`src/rtl/led_reg_pkg.sv`:
```
// ---------------------------------------------------------------------------
// led_reg_pkg
// Shared definitions for the LED register-file controller:
//   - I2C sub-address map constants
//   - CTRL register bit positions
//   - commit state machine encoding
// ---------------------------------------------------------------------------
package led_reg_pkg;

    localparam logic [7:0] ADDR_CTRL        = 8'h00;
    localparam logic [7:0] ADDR_STATUS      = 8'h01;
    localparam logic [7:0] ADDR_COMMIT      = 8'h02;
    localparam logic [7:0] ADDR_ENABLE      = 8'h03;
    localparam logic [7:0] ADDR_PRESCALE    = 8'h04;
    localparam logic [7:0] ADDR_ACTIVE_EN   = 8'h05;
    localparam logic [7:0] ADDR_DUTY_BASE   = 8'h10;
    localparam logic [7:0] ADDR_ACTIVE_BASE = 8'h20;

    localparam int CTRL_GLOBAL_EN_BIT = 0;
    localparam int CTRL_SYNC_BIT      = 1;

    typedef enum logic [1:0] {
        ST_IDLE  = 2'd0,
        ST_ARMED = 2'd1,
        ST_COPY  = 2'd2
    } commit_state_e;

endpackage

```
`src/rtl/led_commit_fsm.sv`:
```
// ---------------------------------------------------------------------------
// led_commit_fsm
// Sequences the shadow-to-active transfer of the LED duty registers.
//   clk, rst_n   : clock, asynchronous active-low reset
//   commit_req   : a COMMIT register write this cycle
//   sync         : CTRL.sync; when set the copy waits for period_wrap
//   period_wrap  : PWM period boundary pulse
//   copy         : high for the single COPY cycle (registered)
//   busy         : high while a commit waits for period_wrap (registered)
// ---------------------------------------------------------------------------
module led_commit_fsm
    import led_reg_pkg::*;
(
    input  logic clk,
    input  logic rst_n,
    input  logic commit_req,
    input  logic sync,
    input  logic period_wrap,
    output logic copy,
    output logic busy
);

    commit_state_e state_q, state_d;
    logic          copy_q, busy_q;

    always_comb begin
        state_d = state_q;
        unique case (state_q)
            ST_IDLE:  if (commit_req) state_d = sync ? ST_ARMED : ST_COPY;
            // Extra COMMIT writes are absorbed here; dropping sync releases
            // the pending commit without waiting for a wrap.
            ST_ARMED: if (period_wrap || !sync) state_d = ST_COPY;
            // A request landing in the COPY cycle is re-queued, not lost.
            ST_COPY:  begin
                if (commit_req) state_d = sync ? ST_ARMED : ST_COPY;
                else            state_d = ST_IDLE;
            end
            default:  state_d = ST_IDLE;
        endcase
    end

    // Outputs are registered from the next-state value so they line up
    // exactly with state_q without any decode after the flops.
    always_ff @(posedge clk or negedge rst_n) begin
        if (!rst_n) begin
            state_q <= ST_IDLE;
            copy_q  <= 1'b0;
            busy_q  <= 1'b0;
        end else begin
            state_q <= state_d;
            copy_q  <= (state_d == ST_COPY);
            busy_q  <= (state_d == ST_ARMED);
        end
    end

    assign copy = copy_q;
    assign busy = busy_q;

endmodule

```
`src/rtl/led_reg_ctrl.sv`:
```
// ---------------------------------------------------------------------------
// led_reg_ctrl
// Register file between the i2c_slave application bus and the PWM channel
// engines. Holds double-buffered per-channel duty registers and an enable
// mask; a commit moves shadow values to the active set in one cycle,
// optionally aligned to a PWM period boundary.
//
// Ports:
//   clk, rst_n         clock, asynchronous active-low reset
//   rw, addr           transaction direction / current sub-address
//   wen, wdata         one-cycle write strobe and data
//   rdata_used         read data has just been captured (clears STATUS.done)
//   rdata              registered read data for addr
//   period_wrap        PWM period-end pulse
//   duty               active duties, channel n at [8n+7:8n]
//   ch_en              active channel-enable mask
//   global_en          CTRL.bit0
//   prescale           PRESCALE register
//   commit_busy        a commit is waiting for period_wrap
//
// Build option:
//   LED_REG_ACTIVE_READBACK_EN  when defined, 0x20+n reads active duty n and
//                               0x05 reads the active enable mask.
//
// The ENABLE register is 8 bits wide, so channels 8..15 (NUM_CH > 8) have no
// enable bit and stay disabled.
// ---------------------------------------------------------------------------
module led_reg_ctrl
    import led_reg_pkg::*;
#(
    parameter int NUM_CH = 8
) (
    input  logic                clk,
    input  logic                rst_n,
    input  logic                rw,
    input  logic [7:0]          addr,
    input  logic                wen,
    input  logic [7:0]          wdata,
    input  logic                rdata_used,
    output logic [7:0]          rdata,
    input  logic                period_wrap,
    output logic [8*NUM_CH-1:0] duty,
    output logic [NUM_CH-1:0]   ch_en,
    output logic                global_en,
    output logic [7:0]          prescale,
    output logic                commit_busy
);

    // ENABLE bits at or above NUM_CH are not stored and read back as 0.
    localparam logic [7:0] EN_MASK =
        (NUM_CH >= 8) ? 8'hFF : 8'((16'd1 << NUM_CH) - 16'd1);

    logic [1:0]              ctrl_q, ctrl_d;
    logic [7:0]              prescale_q, prescale_d;
    logic [7:0]              en_sh_q, en_sh_d;
    logic                    done_q, done_d;
    logic [NUM_CH-1:0][7:0]  duty_sh_q, duty_sh_d;
    logic [NUM_CH-1:0][7:0]  duty_act_q, duty_act_d;
    logic [NUM_CH-1:0]       ch_en_q, ch_en_d;
    logic [7:0]              rdata_q, rdata_d;

    logic                    commit_req;
    logic                    copy;
    logic                    busy;
    logic                    status_clr;
    logic [NUM_CH-1:0]       en_sh_wide;

    assign commit_req = wen && (addr == ADDR_COMMIT);
    assign status_clr = rdata_used && rw && (addr == ADDR_STATUS);

    led_commit_fsm u_commit_fsm (
        .clk         (clk),
        .rst_n       (rst_n),
        .commit_req  (commit_req),
        .sync        (ctrl_q[CTRL_SYNC_BIT]),
        .period_wrap (period_wrap),
        .copy        (copy),
        .busy        (busy)
    );

    // Shadow ENABLE resized to the channel count.
    for (genvar g = 0; g < NUM_CH; g++) begin : g_en_wide
        if (g < 8) begin : g_bit
            assign en_sh_wide[g] = en_sh_q[g];
        end else begin : g_zero
            assign en_sh_wide[g] = 1'b0;
        end
    end

    // ---------------- register writes ----------------
    always_comb begin
        ctrl_d     = ctrl_q;
        prescale_d = prescale_q;
        en_sh_d    = en_sh_q;
        duty_sh_d  = duty_sh_q;
        if (wen) begin
            case (addr)
                ADDR_CTRL: begin
                    ctrl_d[CTRL_GLOBAL_EN_BIT] = wdata[CTRL_GLOBAL_EN_BIT];
                    ctrl_d[CTRL_SYNC_BIT]      = wdata[CTRL_SYNC_BIT];
                end
                ADDR_ENABLE:   en_sh_d    = wdata & EN_MASK;
                ADDR_PRESCALE: prescale_d = wdata;
                default: ;
            endcase
            for (int n = 0; n < NUM_CH; n++) begin
                if (addr == ADDR_DUTY_BASE + 8'(n)) duty_sh_d[n] = wdata;
            end
        end
    end

    // ---------------- commit transfer / status ----------------
    // The copy samples the shadow flops, so a shadow write in the COPY cycle
    // lands in shadow only and waits for the next commit.
    always_comb begin
        duty_act_d = copy ? duty_sh_q  : duty_act_q;
        ch_en_d    = copy ? en_sh_wide : ch_en_q;
        // A copy in the same cycle as a read-clear keeps done set.
        if (copy)            done_d = 1'b1;
        else if (status_clr) done_d = 1'b0;
        else                 done_d = done_q;
    end

    // ---------------- read mux ----------------
`ifdef LED_REG_ACTIVE_READBACK_EN
    logic [7:0] ch_en_rd;
    for (genvar g = 0; g < 8; g++) begin : g_en_rd
        if (g < NUM_CH) begin : g_bit
            assign ch_en_rd[g] = ch_en_q[g];
        end else begin : g_zero
            assign ch_en_rd[g] = 1'b0;
        end
    end
`endif

    always_comb begin
        rdata_d = 8'h00;
        case (addr)
            ADDR_CTRL:     rdata_d = {6'b0, ctrl_q};
            ADDR_STATUS:   rdata_d = {6'b0, done_q, busy};
            ADDR_ENABLE:   rdata_d = en_sh_q;
            ADDR_PRESCALE: rdata_d = prescale_q;
`ifdef LED_REG_ACTIVE_READBACK_EN
            ADDR_ACTIVE_EN: rdata_d = ch_en_rd;
`endif
            default: ;
        endcase
        for (int n = 0; n < NUM_CH; n++) begin
            if (addr == ADDR_DUTY_BASE + 8'(n)) rdata_d = duty_sh_q[n];
`ifdef LED_REG_ACTIVE_READBACK_EN
            if (addr == ADDR_ACTIVE_BASE + 8'(n)) rdata_d = duty_act_q[n];
`endif
        end
    end

    always_ff @(posedge clk or negedge rst_n) begin
        if (!rst_n) begin
            ctrl_q     <= '0;
            prescale_q <= '0;
            en_sh_q    <= '0;
            done_q     <= 1'b0;
            duty_sh_q  <= '0;
            duty_act_q <= '0;
            ch_en_q    <= '0;
            rdata_q    <= '0;
        end else begin
            ctrl_q     <= ctrl_d;
            prescale_q <= prescale_d;
            en_sh_q    <= en_sh_d;
            done_q     <= done_d;
            duty_sh_q  <= duty_sh_d;
            duty_act_q <= duty_act_d;
            ch_en_q    <= ch_en_d;
            rdata_q    <= rdata_d;
        end
    end

    assign rdata       = rdata_q;
    assign duty        = duty_act_q;
    assign ch_en       = ch_en_q;
    assign global_en   = ctrl_q[CTRL_GLOBAL_EN_BIT];
    assign prescale    = prescale_q;
    assign commit_busy = busy;

endmodule

```
`config.mk`:
```
export PLATFORM = sky130hd
export DESIGN_NAME = led_reg_ctrl
export DESIGN_NICKNAME = d
export VERILOG_FILES = /design/src/rtl/led_reg_pkg.sv /design/src/rtl/led_commit_fsm.sv /design/src/rtl/led_reg_ctrl.sv
export SDC_FILE = /design/constraint.sdc
export NUM_CORES = 1
export LEC_CHECK = 0
export CELL_PAD_IN_SITES_DETAIL_PLACEMENT = 1
export CELL_PAD_IN_SITES_GLOBAL_PLACEMENT = 1
export CORE_MARGIN = 1
export CORE_UTILIZATION = 40
export CTS_BUF_LIST = sky130_fd_sc_hd__clkbuf_8
export CTS_CLUSTER_SIZE = 14
export DETAILED_ROUTE_END_ITERATION = 16
export PLACE_DENSITY_LB_ADDON = 0.1
export SLEW_MARGIN = 0
export SYNTH_ARGS = -nofsm -noshare
export SYNTH_HDL_FRONTEND = slang
export SYNTH_HIERARCHICAL = 1
export SYNTH_SLANG_ARGS = --single-unit
```
`constraint.sdc`:
```
create_clock -name clk -period 1.6 [get_ports clk]
set_input_delay 0.24 -clock clk [delete_from_list [all_inputs] [get_ports clk]]
set_output_delay 0.24 -clock clk [all_outputs]
set_load 0.02 [all_outputs]
```
==> results.md <==
* Outcome: finished, final reports clean
* Slew Viols, Final at 0
* Clock insertion delay at the later pin of the skew report at 470 ps
* Number of synthesized flops with an enable pin at 0
* Syn Std Cell Area at 7210 um2
* Post-synth top cells: 167 x dfrtp_1, 158 x mux2_2, 18 x mux2i_1, 15 x clkbuf_1, 12 x a21oi_1
* Top-area cell type share of the netlist area at 0.579
* Dpl cell area at 9070 um2
* Fin Hold WS at roughly 200 ps
* Dpl ws at -732 ps
* Largest net degree at the start of global routing at 74
* Slew @ Worst Pin at 472 ps
* Worst setup SP type: input port
* Die X at 136 um
* Drt pass-1 iters at 4
* FF+latch area at between 4000 and 5000 um2
* Detail Route Antenna Nets at 0
* Vias post-DR at 4910
* Final WS setup at 39.5 ps
* Area of the multi-input gates at 2990 um2
* Ant diodes at 0
* Final-report hold violation count at 0
* Die Ht at 136 um
* Synth area leader: dfrtp_1
* Fraction of layout cells with a size suffix above 1 at 0.432
* RSZ-0062 raised after global routing: false
* Number of CTS-inserted buffers at 17
* Critical Path Max Stage Delay at 580 ps
* Post-synth ARST share at 1.00
* Remaining DRCs at 0
* Routed WL at 20400 um
* Clock slew at reported path FFs at 90 ps
* Clock sink total at 167
* Max frequency at roughly 640 MHz
* Met1 Use GR at 0.338
* Flop2flop setup slack at 150 ps
* Most Crowded Layer GR: met2
* Main synth FF type: dfrtp_1
* Core ar. at 17500 um2
* Fin crit share at 0.975
* Min Tclk post-route at 1560 ps
* Dpl hpwl at 14500 um
* Worst-path cell with the longest stage delay: or4b_4
* Worst EP arrival at between 1500 and 2000 ps
* DRT iter0 DRCs at 182
* Synth-to-layout area growth at 32.7%
* Skew final at ~13 ps
* Met2 Usage GRT at 0.362
* Clk Tree Root Cell: clkbuf_8
* Flops & latches, synth at between 150 and 200
* Cells after Synth at 504
* VDD IR-drop max at ~0.0005 V
* Register area share after synthesis at 0.579
* DR WL/cell at 22.4 um
* Synth top area cells: dfrtp_1 58%, mux2_2 25%, mux2i_1 2.5%
* H-tree depth at 4
* Io pins at 112
* Initial cell density of the core at 0.413
* Worst Path Required at 1960 ps
* Max_cap viols at 0
* Tot GR Track Use at 0.239
* Fin area at approximately 9600 um2
* DR vias/cell at 5.41
* Filler cells at 1779
* Post-Syn Nets at 526
* Rows at 48
* Syn avg cell area at 14.3 um2
* Cells along the critical path: dlygate4sd2_1 > or4b_4 > nor2_4 > nand4_4 > mux2_4
* Crit path kind: input port to flip-flop
* Slew HR at 0.683
* CTS tree: yes
* Die area at roughly 19000 um2
* Vias in the first global route at 5342
* Post-synthesis cell type count at 57
* Worst-path fanout max at 8
* CTS max path bufs at 2
* Synth Warn # at 6
* First-pass GRT wire length at 32000 um
* Lkg Pwr at 5.03 nW
* Nets@finish at 692
* Global route overflow at 0
* GP Congestion at ~0.84
* Cell with the most instances after synthesis: dfrtp_1
* Pwr Density at 904 nW/um2
* PortBufs at 111
* Initial antenna violation count at 0
* Critical path endpoint category: flip-flop
* Hold crit path type: input port to async pin
* Final setup fails at 0
* Met3 GRT Util at 0.0455
-- worst paths after layout --
path,startpoint,endpoint,cells after the start
max in group asynchronous,rst_n,duty_sh_q[0],3
setup / recovery,addr[7],duty_sh_q[56],5
setup reg to reg,duty_sh_q[9],rdata[1],4
hold / removal,rst_n,duty_sh_q[32],2
min in group clk,addr[6],rdata[6],4
hold reg to reg,done_q,done_q,1
-- report_power, final --
part	total (mW)	internal (mW)	switching [mW]
Clock	3.55	1.91	1.64
Sequential	4.42	4.32	0.0987
Combinational	0.682	0.312	0.370
Total	8.65	6.54	2.11
-- state kept, by name, summed over array words and instances (netlist names), 2 cells and up --
name                  cells
duty                     64
rdata                     8
en_sh_q                   8
u_commit_fsm/state_q      2
duty_sh_q                64
prescale                  8
ch_en                     8
ctrl_q                    2
-- final cells by class --
class                   count  share of cell area
flip-flops and latches    167               0.437
multi-input cells         301               0.313
repair buffers            179               0.170
well taps                 225              0.0294
clock buffers              18              0.0259
clock inverters            14              0.0231
inverters                   4             0.00157
-- cells in the final DEF, fill, tap and decap left out, types with 7 or more instances in the layout --
| master | instances |
|---|---|
| a21oi_1 | 12 |
| buf_12 | 7 |
| buf_4 | 57 |
| clkbuf_8 | 18 |
| clkdlybuf4s50_1 | 12 |
| dfrtp_1 | 166 |
| dlygate4sd2_1 | 96 |
| mux2_2 | 157 |
| mux2i_1 | 18 |
| nor2_1 | 11 |
| o21ai_0 | 8 |
-- cell families after synthesis --
logic type / Yosys count / synth area share
buffers and inverters: 36 / 0.0205
flip-flops: 167 / 0.579
multiplexers: 176 / 0.272
AND/OR/NAND/NOR: 66 / 0.0706
AO/OA/AOI/OAI: 59 / 0.0578
-- metal layers --
metal / part of all wire / vias to the layer above / wire (um)
met2: 0.47 / 136 / 9580
met1: 0.47 / 2561 / 9500
met3: 0.041 / 28 / 829
met5: 0 / - / 0
li1: - / 2185 / -
met4: 0.023 / 0 / 468
-- timing repair --
item	CTS	global route
gates resized for setup	114	7
hold endpoints to repair	167	0
hold buffers	1	0
pin swaps	6	4
gates cloned	1	0
setup buffers	0	1
setup endpoints to repair	183	29
-- stage by stage --
stage	setup TNS (ps)	std cells	power [mW]	util
finish	0	908	8.65	0.547
global route	0	908	8.97	0.547
CTS	-41.8	907	8.74	0.545
detailed placement	-59500	873	5.17	0.519
global placement	-53760	873	5.15	0.519
floorplan	0	504	4.74	-
-- critical path, delay by kind of cell --
kind	cells	cell delay [ps]
simple gates	3	1040
buf+inv	1	280
mux	1	360
No activity file was read; power rests on OpenSTA's default activity.
